<file path="config.mk">
export PLATFORM = sky130hd
export DESIGN_NAME = rom_stream_reader
export DESIGN_NICKNAME = d
export VERILOG_FILES = /design/src/rtl/rom_stream_reader.sv
export SDC_FILE = /design/constraint.sdc
export NUM_CORES = 1
export LEC_CHECK = 0
export BUFFER_PORTS_ARGS = -buffer_cell sky130_fd_sc_hd__buf_2
export CAP_MARGIN = 15
export CELL_PAD_IN_SITES_DETAIL_PLACEMENT = 1
export CELL_PAD_IN_SITES_GLOBAL_PLACEMENT = 1
export CORE_MARGIN = 5
export CORE_UTILIZATION = 48
export CTS_BUF_LIST = sky130_fd_sc_hd__clkbuf_8
export DETAILED_ROUTE_END_ITERATION = 6
export PLACE_DENSITY_LB_ADDON = 0.1
export RECOVER_POWER = 50
export SKIP_LAST_GASP = 1
export SLEW_MARGIN = 10
export SYNTH_ARGS = -nofsm -noshare
export SYNTH_HDL_FRONTEND = slang
export SYNTH_SLANG_ARGS = --single-unit
</file>
<file path="constraint.sdc">
create_clock -name clk -period 4.9 [get_ports clk]
set_input_delay 0.49 -clock clk [delete_from_list [all_inputs] [get_ports clk]]
set_output_delay 0.49 -clock clk [all_outputs]
set_load 0.01 [all_outputs]
</file>
<file path="src/rtl/rom_stream_reader.sv">
// Purpose  : block-read sequencer in front of a synchronous ROM (1-cycle read latency);
//            streams len words from start_addr (wrapping at DEPTH) on valid/ready.
// Latency  : first out_valid 2 cycles after start is accepted, then 1 word/cycle.
// Backpres.: 2-entry output skid FIFO; reads are issued only when the returning word
//            is guaranteed a slot, so stalls never drop or duplicate words.
// Ports    : clk/rst (sync, active-high); start/start_addr/len request a block;
//            rom_addr -> ROM, rom_data <- ROM; out_data/out_valid/out_ready stream;
//            busy spans the transfer; done pulses one cycle after the last beat.
module rom_stream_reader #(
  parameter int WIDTH      = 8,
  parameter int DEPTH      = 64,
  parameter int ADDR_WIDTH = 7
) (
  input  logic                  clk,
  input  logic                  rst,
  input  logic                  start,
  input  logic [ADDR_WIDTH-1:0] start_addr,
  input  logic [ADDR_WIDTH:0]   len,
  output logic [ADDR_WIDTH-1:0] rom_addr,
  input  logic [WIDTH-1:0]      rom_data,
  output logic [WIDTH-1:0]      out_data,
  output logic                  out_valid,
  input  logic                  out_ready,
  output logic                  busy,
  output logic                  done
);

  localparam logic [1:0] S_IDLE  = 2'd0;
  localparam logic [1:0] S_FETCH = 2'd1;
  localparam logic [1:0] S_DRAIN = 2'd2;

  localparam logic [ADDR_WIDTH-1:0] LAST_ADDR = ADDR_WIDTH'(DEPTH - 1);

  logic [1:0]            state;
  logic [ADDR_WIDTH:0]   issue_rem;   // reads still to issue
  logic [ADDR_WIDTH:0]   beat_rem;    // beats still to be accepted downstream
  logic                  in_flight;   // a read was issued last cycle; rom_data holds it now

  logic [WIDTH-1:0]      fifo_mem [2];
  logic                  wr_ptr;
  logic                  rd_ptr;
  logic [1:0]            fifo_cnt;

  logic                  pop;
  logic                  push;
  logic [1:0]            occ_after;
  logic                  issue;
  logic [ADDR_WIDTH-1:0] addr_next;

  assign out_valid = (fifo_cnt != 2'd0);
  assign out_data  = fifo_mem[rd_ptr];
  assign pop       = out_valid & out_ready;
  assign push      = in_flight;

  // FIFO occupancy once this cycle's capture and pop have happened. A read issued
  // now is captured at the end of next cycle, when next cycle may not pop at all,
  // so it needs this occupancy to leave one free slot. Counting this cycle's pop
  // is what allows a read every cycle while the consumer keeps up.
  assign occ_after = fifo_cnt + 2'(in_flight) - 2'(pop);
  assign issue     = (state == S_FETCH) && (occ_after < 2'd2);
  assign addr_next = (rom_addr == LAST_ADDR) ? '0 : rom_addr + 1'b1;

  always_ff @(posedge clk) begin
    if (rst) begin
      state       <= S_IDLE;
      rom_addr    <= '0;
      busy        <= 1'b0;
      done        <= 1'b0;
      issue_rem   <= '0;
      beat_rem    <= '0;
      in_flight   <= 1'b0;
      wr_ptr      <= 1'b0;
      rd_ptr      <= 1'b0;
      fifo_cnt    <= 2'd0;
      fifo_mem[0] <= '0;
      fifo_mem[1] <= '0;
    end else begin
      done      <= 1'b0;
      in_flight <= issue;

      if (push) begin
        fifo_mem[wr_ptr] <= rom_data;
        wr_ptr           <= ~wr_ptr;
      end
      if (pop) begin
        rd_ptr   <= ~rd_ptr;
        beat_rem <= beat_rem - 1'b1;
      end
      fifo_cnt <= fifo_cnt + 2'(push) - 2'(pop);

      case (state)
        S_IDLE: begin
          if (start) begin
            if (len != '0) begin
              // rom_addr is preloaded here; the first read is issued next cycle.
              rom_addr  <= start_addr;
              issue_rem <= len;
              beat_rem  <= len;
              busy      <= 1'b1;
              state     <= S_FETCH;
            end else begin
              done <= 1'b1;
            end
          end
        end
        S_FETCH: begin
          if (issue) begin
            rom_addr  <= addr_next;
            issue_rem <= issue_rem - 1'b1;
            if (issue_rem == 1) begin
              state <= S_DRAIN;
            end
          end
        end
        S_DRAIN: begin
          if (pop && beat_rem == 1) begin
            done  <= 1'b1;
            busy  <= 1'b0;
            state <= S_IDLE;
          end
        end
        default: state <= S_IDLE;
      endcase
    end
  end

endmodule

</file>
* Word level (Yosys, flattened, before mapping)
Memory sizes are Yosys's and may differ from the RTL's. A register that Yosys moved wholly into a read port is not among the register bits. Index checks and enable logic that the tools add are counted.
Storage, ports and cells: bits in writable memories 16, latch bits 0, memories kept 1, word-level logic and storage cells 78, memory bits (read-only) 0, register bits 32
Operators by class: divide/modulo/power cells 0, muxes and demuxes 37, $lt $le $gt $ge 1, $add $sub $neg 5, reduce and logical (&&, ||, !) cells 11, $mul 0, eq/ne operators 10, bitwise gates (word level) 3, shift operators 0
Memories:
- fifo_mem | words 2, width 8, rd ports 1, clocked after Yosys merged registers in 1, write ports 2, RTL line 39 | logic [WIDTH-1:0] fifo_mem [2];
Operator list (count):
- $mux 8 | 8
- $mux 7 | 4
- $eq 8x1->1 const B | 2
- $pmux 8 s2 | 1
- $sub 8x1->8 const B | 2
- $mux 1 | 15
- $pmux 7 s2 | 1
- $mux 2 | 5
- $ne 2x2->1 const B | 4
- $reduce_and 4->1 | 2
- $reduce_bool 8->1 | 1
- $reduce_or 8->1 | 1
- $add 7x1->7 const B | 1
- $eq 7x6->1 const B | 1
- $pmux 2 s3 | 1
- $reduce_bool 2->1 | 3
- $reduce_and 5->1 | 1
- $pmux 1 s2 | 2
- $add 2x1->2 | 1
- $eq 2x1->1 const B | 1
- $eq 2x2->1 const B | 1
- $logic_and 1x1->1 | 2
- $logic_not 2->1 | 1
- $lt 2x2->1 const B | 1
- 4 further kinds | 5

* Depth between registers and ports, before layout
word-level depth 7, mapped depth 8, depth with buffers taken out 7

* Least setup slack after synthesis
No wires, ideal clock.
kind input-to-reg, start in out_ready, end reg issue_rem[5], setup slack 3.134 ns, data arrival time 1.625 ns, path buffers 1, required time 4.760 ns, stages on the path 8, path through nand2_1 -> mux2i_1 -> ha_1 -> and4_4 -> nor3_4 -> buf_6 -> a21o_1 -> a21oi_2
Between the ends: longest elaborated chain between the ends 6
Ends and longest elaborated chain:
- from (decl) | RTL line 23 | input logic out_ready,
- $and 1x1->1 | RTL line 52 | assign pop = out_valid & out_ready;
- $sub 2x1->2 | RTL line 59 | assign occ_after = fifo_cnt + 2'(in_flight) - 2'(pop);
- $lt 2x2->1 | RTL line 60 | assign issue = (state == S_FETCH) && (occ_after < 2'd2);
- $logic_and 1x1->1 | RTL line 60
- $ne 2x2->1 (no source line)
- $reduce_and 4->1 (no source line)
- to (signal assigned) | RTL line 97 | issue_rem <= len;
- to (signal assigned) | RTL line 109 | issue_rem <= issue_rem - 1'b1;
- to (decl) | RTL line 35 | logic [ADDR_WIDTH:0] issue_rem;
Every way passes these cells. A chain may end at the register's enable or synchronous reset.

==> out/results.ini <==
[synth]
synthCells=268
yosysWarningCount=0
synth.distinct_cells=52
avgSynthCellArea_um2=9.77
ys_ff_latch=49
synth_area_um2=2620
synth_seq_area_share_pct=43.6
synth-edff-count=16
synth_ff_type=dfxtp_1
syn_nets=301
postSynth.asyncResetShare_pct=0

[cells_and_area]
num_antenna_cells=0
nNetsFinal=344
layout-drive-gt1-share_pct=26.3
final_cells=382
area_growth_pct=13.0

[clocking]
clockRootBuffer=clkbuf_8
cts_resized=0
hold_buffers=0
max-clock-path-buffers=2
postCtsSetupBuffers=0
clkTransAtPathRegs_ns=0.09
cts_tree=yes
clock-sinks=49
numCtsBuffers=5
ctsHtreeMaxLevel=2
clock_latency_ns=0.31

[sta]
maxClockFrequency_mhz=379
hold_viol_final=0
drv_slew=40
fin_tns_setup_ns=0
relSlewSlack_pct=-28.6
tightest_slew_ns=1.93
min_period_over_period_pct=53.9
skew_ns=0.00488
period_minus_slack_ns=2.64
finalWorstSetupSlack_ns=2.26
rsz0062_at_grt=false
setup_viol=0
holdWs_ns=0.449

[floorplan]
die_y_um=83.9
die_w_um=83.9
num_rows=26
initial_core_util_pct=50.3
core-area_um2=5200
io_pins=45
fp.dieArea_um2=7030

[grt]
overflow=0
grt_usage_pct=18.4
antenna_found_initial=0
grt_max_degree=40
grt_pass1_wl_mm=10.5
grt_pass1_vias=2177

[setup_path]
cp-start-kind=input pin
crit_type=in -> reg
reg2reg_slack_ns=2.53
required_ns=4.94
cp_data_arrival_time_ns=2.68
path_max_fanout=39
cp-end-kind=flip-flop

[place]
io_buffers=44
gp_congestion=0.803
pre_cts_slack_ns=2.26
dp_cells=373
dp_hpwl_mm=4.62

[drt]
firstDrtPassIters=4
drc=0
via_per_inst=5.51
drtIter0Drc=58
ant_nets=0
dr_total_vias=2106
routed_wl_mm=6.31
avgRoutedWirePerCell_um=16.5

[run_status]
violations=capacitance limit, slew limit
status=finished, violations left

[flow_run]
cap_violations=1

[worst_hold_path]
min_path_type=in -> reg

[power_and_ir_drop]
leakagePower_nw=1.10
ir_worst_vdd_v=0.000212
p_per_area_nw_per_um2=401

==> placed cells by master, fill, tap and decap left out, types with 3 or more instances in the layout <==
cell and count:
a21o_1 3, a21oi_1 15, a21oi_2 7, a22oi_1 4
and2_0 5, and2_1 11, buf_2 33, clkbuf_1 12
clkbuf_8 5, dfxtp_1 33, edfxtp_1 16, ha_1 6
inv_1 6, mux2_2 8, nand2_1 23, nand2b_1 6
nand3_1 8, nor2_1 25, nor2b_1 5, nor3_1 6
nor3b_1 4, nor4_1 4, o21ai_0 8, o21ai_2 7
or2_1 3, or2_2 4, xnor2_1 5, xor2_1 5
==> logic make-up (layout without fill, tap and decap cells) <==
logic type	count (synthesis)	in the layout	synth area share, %
adder cells (fa/ha/maj)	6	6	2.87
multiplexers	10	10	4.20
XOR/XNOR	10	10	3.34
buffers and inverters	17	61	3.39
AND/OR/NAND/NOR	116	116	25.2
flip-flops	49	49	43.6
AO/OA/AOI/OAI	60	60	17.4
==> layout make-up <==
type                            instances  area (um2)
Fill cell                             628        2250
Multi-Input combinational cell        202        1390
Inverter                                6        22.5
Tap cell                               70        87.6
Timing Repair Buffer                   47         233
Sequential cell                        49        1140
Clock inverter                          3        17.5
Clock buffer                            5        68.8
==> registers in the layout, indices dropped and copies added, names as in the netlist, named ones only <==
name / flops
beat_rem: 8
state: 2
busy: 1
wr_ptr: 1
fifo_cnt: 2
fifo_mem: 16
rd_ptr: 1
in_flight: 1
rom_addr: 7
issue_rem: 8
done: 1
==> cells in the mapped netlist (3+ instances only) <==
library cell / instances / area (um2)
a21o_1: 3 / 22.5
a21oi_1: 15 / 75.1
a21oi_2: 7 / 61.3
a22oi_1: 4 / 30.0
and2_1: 16 / 100
buf_6: 3 / 33.8
clkbuf_1: 5 / 18.8
dfxtp_1: 33 / 661
edfxtp_1: 16 / 480
ha_1: 6 / 75.1
inv_1: 6 / 22.5
mux2_2: 8 / 90.1
nand2_1: 23 / 86.3
nand2b_1: 6 / 37.5
nand3_1: 8 / 40.0
nor2_1: 25 / 93.8
nor2b_1: 5 / 31.3
nor3_1: 6 / 30.0
nor3b_1: 4 / 30.0
nor4_1: 4 / 25.0
o21ai_0: 5 / 25.0
o21ai_1: 5 / 25.0
o21ai_2: 7 / 61.3
or2_1: 3 / 18.8
or2_2: 4 / 25.0
xnor2_1: 5 / 43.8
xor2_1: 5 / 43.8
==> through the flow <==
stage / utilization, % / area (um2) / power (mW)
2_1_floorplan: - / 2620 / 0.845
3_3_place_gp: 55.2 / 2880 / 0.933
3_5_place_dp: 55.2 / 2880 / 0.951
4_1_cts: 56.9 / 2960 / 1.19
5_1_grt: 56.9 / 2960 / 1.26
6_report: 56.9 / 2960 / 1.19
==> path summary, 6_finish.rpt <==
kind / depth (start not counted) / from / end
worst max register to register: 7 / state[1] / issue_rem[4]
worst max-delay path: 4 / rst / fifo_mem[1][2]
worst min-delay path: 3 / start_addr[1] / rom_addr[1]
worst min register to register: 2 / issue_rem[6] / issue_rem[6]
==> per-layer routing <==
layer  track usage [%]  vias to the layer above  wire length [um]
met5                 0                        -                 0
met2              31.5                       40              3130
met1              23.0                     1023              2810
li1                  -                     1035                 -
met3              4.05                        8               255
met4              5.99                        0               110
==> critical path: stages <==
cell      delay, ns
clkbuf_1       1.36
nor3b_1        0.10
clkbuf_1       0.29
or2_2          0.44
==> report_power, final <==
part	internal (mW)	switching [mW]	total (mW)	leakage (nW)
Combinational	0.166	0.237	0.403	0.615
Sequential	0.480	0.0615	0.542	0.437
Clock	0.0991	0.141	0.240	0.0455
(Power assumes the default switching activity.)
